### config.mk
export PLATFORM = sky130hd
export DESIGN_NAME = axi_rt_ax_fragmenter
export DESIGN_NICKNAME = d
export VERILOG_FILES = /design/src/rtl/axi_rt_frag_pkg.sv /design/src/rtl/axi_rt_frag_fifo.sv /design/src/rtl/axi_rt_ax_fragmenter.sv
export SDC_FILE = /design/constraint.sdc
export NUM_CORES = 1
export LEC_CHECK = 0
export CORE_MARGIN = 5
export CORE_UTILIZATION = 50
export DETAILED_ROUTE_END_ITERATION = 6
export PLACE_DENSITY = 0.78
export REMOVE_ABC_BUFFERS = 1
export SYNTH_ARGS = -nofsm -noshare
export SYNTH_HDL_FRONTEND = slang
export SYNTH_HIERARCHICAL = 1
export SYNTH_SLANG_ARGS = --single-unit
### constraint.sdc
create_clock -name clk_i -period 6.45 [get_ports clk_i]
set_input_delay 1.29 -clock clk_i [delete_from_list [all_inputs] [get_ports clk_i]]
set_output_delay 1.29 -clock clk_i [all_outputs]
set_load 0.01 [all_outputs]
### src/rtl/axi_rt_frag_pkg.sv
// Shared types and helpers for the runtime-limited AXI address-channel fragmenter.
package axi_rt_frag_pkg;

  typedef enum logic {Idle, Split} state_e;

  localparam logic [1:0] BurstFixed = 2'b00;
  localparam logic [1:0] BurstIncr  = 2'b01;
  localparam logic [1:0] BurstWrap  = 2'b10;

  // Default channel layout; real instances override chan_t with their AW/AR struct.
  typedef struct packed {
    logic [3:0]  id;
    logic [31:0] addr;
    logic [7:0]  len;
    logic [2:0]  size;
    logic [1:0]  burst;
  } ax_chan_t;

  function automatic logic [8:0] frag_beats(input logic [8:0] rem, input logic [7:0] lim);
    logic [8:0] cap;
    cap = {1'b0, lim} + 9'd1;
    return (rem < cap) ? rem : cap;
  endfunction

  function automatic logic [63:0] next_addr(input logic [63:0] addr, input logic [2:0] size,
                                            input logic [1:0] burst, input logic [8:0] beats);
    logic [63:0] mask;
    mask = ~((64'd1 << size) - 64'd1);
    if (burst == BurstIncr) return (addr & mask) + (64'(beats) << size);
    return addr;
  endfunction

endpackage

### src/rtl/axi_rt_frag_fifo.sv
// 1-bit flag FIFO; full/empty come from a registered occupancy count.
module axi_rt_frag_fifo #(
  parameter int unsigned Depth = 4
) (
  input  logic clk_i,
  input  logic rst_i,
  input  logic push,
  input  logic wdata,
  input  logic pop,
  output logic rdata,
  output logic full,
  output logic empty
);
  localparam int unsigned PtrW = (Depth > 1) ? $clog2(Depth) : 1;
  localparam int unsigned CntW = $clog2(Depth + 1);

  logic [Depth-1:0] mem_q;
  logic [PtrW-1:0]  wptr_q, rptr_q;
  logic [CntW-1:0]  cnt_q;
  logic             do_push, do_pop;

  assign empty   = (cnt_q == '0);
  assign full    = (cnt_q == CntW'(Depth));
  assign do_pop  = pop & ~empty;
  // A full FIFO still accepts a push when the head leaves in the same cycle.
  assign do_push = push & (~full | do_pop);
  assign rdata   = mem_q[rptr_q];

  always_ff @(posedge clk_i) begin
    if (rst_i) begin
      wptr_q <= '0;
      rptr_q <= '0;
      cnt_q  <= '0;
    end else begin
      if (do_push) wptr_q <= (wptr_q == PtrW'(Depth - 1)) ? '0 : wptr_q + 1'b1;
      if (do_pop)  rptr_q <= (rptr_q == PtrW'(Depth - 1)) ? '0 : rptr_q + 1'b1;
      case ({do_push, do_pop})
        2'b10:   cnt_q <= cnt_q + 1'b1;
        2'b01:   cnt_q <= cnt_q - 1'b1;
        default: cnt_q <= cnt_q;
      endcase
    end
  end

  always_ff @(posedge clk_i) begin
    if (do_push) mem_q[wptr_q] <= wdata;
  end

endmodule

### src/rtl/axi_rt_ax_fragmenter.sv
// Splits one INCR/FIXED burst into fragments of at most len_limit_i+1 beats,
// queueing a final-fragment flag per fragment for the response path.
module axi_rt_ax_fragmenter
  import axi_rt_frag_pkg::*;
#(
  parameter type         chan_t    = ax_chan_t,
  parameter int unsigned AddrWidth = 32,
  parameter int unsigned MaxTxns   = 4,
  parameter int unsigned CntWidth  = 32
) (
  input  logic                clk_i,
  input  logic                rst_i,
  input  logic [7:0]          len_limit_i,
  input  chan_t               ax_i,
  input  logic                ax_valid_i,
  output logic                ax_ready_o,
  output chan_t               ax_o,
  output logic                ax_valid_o,
  input  logic                ax_ready_i,
  output logic                frag_last_o,
  output logic                frag_valid_o,
  input  logic                frag_ready_i,
  input  logic                cnt_clr_i,
  output logic [CntWidth-1:0] frag_cnt_o,
  output logic                busy_o
);
  state_e               state_q, state_d;
  chan_t                ax_q;
  logic [AddrWidth-1:0] addr_q;
  logic [8:0]           rem_q, beats;
  logic [7:0]           lim_q;
  logic                 fifo_full, fifo_empty, last_frag, in_hs, out_hs;

  assign beats     = frag_beats(rem_q, lim_q);
  assign last_frag = (rem_q == beats);
  assign in_hs     = ax_valid_i & ax_ready_o;
  assign out_hs    = ax_valid_o & ax_ready_i;

  always_ff @(posedge clk_i) begin
    if (rst_i) state_q <= Idle;
    else       state_q <= state_d;
  end

  always_comb begin
    state_d    = state_q;
    ax_ready_o = 1'b0;
    ax_valid_o = 1'b0;
    ax_o       = ax_q;
    ax_o.addr  = addr_q;
    ax_o.len   = 8'(beats - 9'd1);
    case (state_q)
      Idle: begin
        ax_ready_o = 1'b1;
        if (ax_valid_i) state_d = Split;
      end
      Split: begin
        // Never issue a fragment without a slot for its flag.
        ax_valid_o = ~fifo_full;
        if (ax_valid_o && ax_ready_i && last_frag) state_d = Idle;
      end
      default: state_d = Idle;
    endcase
  end

  always_ff @(posedge clk_i) begin
    if (in_hs) begin
      ax_q   <= ax_i;
      addr_q <= ax_i.addr;
      rem_q  <= {1'b0, ax_i.len} + 9'd1;
      // WRAP bursts pass through whole: an all-ones limit yields a single fragment.
      lim_q  <= (ax_i.burst == BurstWrap) ? 8'hFF : len_limit_i;
    end else if (out_hs) begin
      rem_q  <= rem_q - beats;
      addr_q <= AddrWidth'(next_addr(64'(addr_q), ax_q.size, ax_q.burst, beats));
    end
  end

  always_ff @(posedge clk_i) begin
    if (rst_i || cnt_clr_i)            frag_cnt_o <= '0;
    else if (out_hs && ~&frag_cnt_o)   frag_cnt_o <= frag_cnt_o + 1'b1;
  end

  axi_rt_frag_fifo #(.Depth(MaxTxns)) u_flag_fifo (
    .clk_i (clk_i),
    .rst_i (rst_i),
    .push  (out_hs),
    .wdata (last_frag),
    .pop   (frag_ready_i),
    .rdata (frag_last_o),
    .full  (fifo_full),
    .empty (fifo_empty)
  );

  assign frag_valid_o = ~fifo_empty;
  assign busy_o       = (state_q == Split) | frag_valid_o;

endmodule

==> flow_summary.yaml <==
synthesis:
  yosys.area.top_type: "edfxtp_1"
  ys_types: 63
  synthFlopType: "edfxtp_1"
  postSynthAreaPerCell_um2: 8.80
  synthesis.area_um2: 7090
  synth-edff-count: 62
  yosysSeqAreaShare_pct: 37.6
  synth_async_sr_flop_share_pct: 0
  synth_area_leaders: "edfxtp_1 26%, dfxtp_1 11%, ha_1 7.6%"
  synth-seq-cells: 102
  synth_cells: 805
  synth_top_area_share_pct: 26.3
  yosysWarnings: 6
routing:
  ant_nets: 0
  viasPerCell: 5.59
  drt_iter0_markers: 559
  num_vias: 6273
  avgRoutedWirePerCell_um: 16.5
  drtPass1Iterations: 5
  wirelength_um: 18500
  drc: 0
critical_path:
  cp.arrival_ps: 6040
  crit_fanout: 16
  path_class: "flop to flop"
  cp-end-kind: "flop"
  crit_required_ps: 6560
  critPathLaunchType: "flop"
global_routing:
  antenna_found_initial: 0
  gr-total-overflow: 0
  grt_use_total_pct: 22.4
  top_usage_layer: "met2"
  use_met2_pct: 35.6
  use_met3_pct: 6.47
  grtUsageMet1_pct: 30.1
  grt_start_max_net_pins: 42
  grt_pass1_wl_um: 30000
  grt_pass1_vias: 6060
power_and_ir_drop:
  irDropWorstVdd_mv: 0.142
  p_leak_nw: 3.35
  power.total_mw: 3.12
  p_per_area_nw_per_um2: 346
clock_tree:
  insertion_delay_ps: 350
  htree_num_levels: 3
  tritoncts: "done"
  clockRootBuffer: "clkbuf_16"
  post_cts_buffers: 0
  cts_sinks: 102
  cts_buffers: 9
  clock_path_buffers: 2
  clk_pin_slew_ps: 80
min_path:
  hold_path_class: "flop to flop"
placement:
  placed_area_um2: 8720
  dp_hpwl_um: 14200
  port_buffers: 148
  dp_slack_ps: 439
  gp_congestion: 0.870
die:
  rows: 43
  die_x_um: 129
  die-area_um2: 16700
  coreArea_um2: 13900
  initial_core_util_pct: 51.1
  io_pins: 149
  die_h_um: 129
sta:
  period_minus_slack_ps: 5940
  slew_headroom_pct: 28.1
  slew_violations: 0
  finalSetupViolCount: 0
  setup_tns_ps: 0
  hold_viol_final: 0
  fmaxAchievable_ghz: 0.168
  rsz0062_at_grt: "false"
  worst_slack_ps: 514
  finalCritPeriodShare_pct: 92.0
  fin_skew_ps: 12.4
  tightest_slew_ps: 1070
finish:
  antenna_cells: 0
  nNetsFinal: 1046
  syn_to_final_growth_pct: 27.5
  final_cell_area_um2: 9040
  drive_gt1_share_pct: 6.05
  final_cell_mix: "148 x clkdlybuf4s50_1, 84 x nand2_1, 82 x nor2_1"
  final_common_cell: "clkdlybuf4s50_1"
  final_core_util_pct: 65.1
status:
  outcome: "completed"
run:
  drv_cap: 0
-- final cells by class --
cell class	instances	area, um^2
fill	1190	4840
clock buffer	9	225
timing repair buffer	153	1520
tap	180	225
inverter	38	143
multi-input combinational	633	4190
sequential	102	2660
clock inverter	7	72.6
-- critical path, cell delays in order (launching register included) --
cell and delay [ps]:
edfxtp_1 440, ha_1 280, and3_1 200, nand3_1 160
nor2_1 260, inv_1 70, ha_1 310, a21oi_1 140
o21ai_0 110, nor3_2 180, buf_4 260, mux2i_1 290
buf_4 190, mux2i_1 90, mux2i_1 240, mux2i_1 110
ha_1 400, nand4_1 160, nor4_2 300, nor3_2 150
a2111oi_4 420, o21ai_2 200, or3_1 400, a221o_1 320
-- flip-flops by register name, indices dropped and copies added (netlist names) --
name,cells
u_flag_fifo/cnt_q,3
state_q,1
addr_q,32
u_flag_fifo/mem_q,4
rem_q,9
u_flag_fifo/wptr_q,2
lim_q,8
ax_o,9
u_flag_fifo/rptr_q,2
frag_cnt_o,32
-- what timing repair did --
item                                    4_1_cts  5_1_grt
resized for setup                             0        4
hold buffers                                  0        0
endpoints found under the setup margin        0        6
-- power breakdown --
part	total [mW]	leakage (nW)	switching, mW	internal, mW
Clock	0.544	0.144	0.270	0.274
Sequential	0.927	0.920	0.100	0.827
Combinational	1.65	2.28	0.891	0.762
-- worst paths after layout --
path / end / start / cells after the start / slack (ps)
max: addr_q[31] / lim_q[0] / 23 / 510
min: frag_cnt_o[28] / frag_cnt_o[28] / 2 / 510
min reg2reg: frag_cnt_o[28] / frag_cnt_o[28] / 2 / 510
max reg2reg: addr_q[31] / lim_q[0] / 23 / 510
-- logic make-up (layout without fill, tap and decap cells) --
family,after synthesis,after routing,share of synthesized area [%]
AND/OR/NAND/NOR,318,318,22.4
AO/OA/AOI/OAI,167,167,14.3
flip-flops,102,102,37.6
buffers and inverters,70,207,3.76
XOR/XNOR,68,68,8.40
adder cells (fa/ha/maj),46,46,8.44
multiplexers,34,34,5.14
-- synthesized netlist by cell type, types with 3 or more instances --
cell type	instances
and3_1	13
o22ai_1	4
xnor2_1	28
or3_1	20
and3_2	4
xor2_1	40
nor3b_1	4
nor2b_1	8
ha_1	43
and2_1	9
fa_1	3
o21ai_0	56
o211ai_1	5
a21oi_1	54
mux2i_1	24
edfxtp_1	62
a211oi_1	7
buf_2	3
mux2_2	9
o21bai_1	3
a31oi_1	10
nor2_1	82
nor3_1	16
nand2b_1	15
nand3_1	27
clkbuf_1	27
a21o_1	7
nand4_1	16
nand2_1	84
dfxtp_1	40
inv_1	36
-- per-stage QoR --
stage               std cells  hold WS, ps
floorplan                 773          470
CTS                      1122          506
global route             1122          539
finish                   1122          508
global placement         1106          483
detailed placement       1106          497
-- layer usage --
layer | vias up | wire [um]
met2 | 193 | 8630
li1 | 3149 | -
met4 | 0 | 264
met5 | - | 0
met1 | 2915 | 8180
met3 | 16 | 1400
Power figures use the tool's default switching activity.
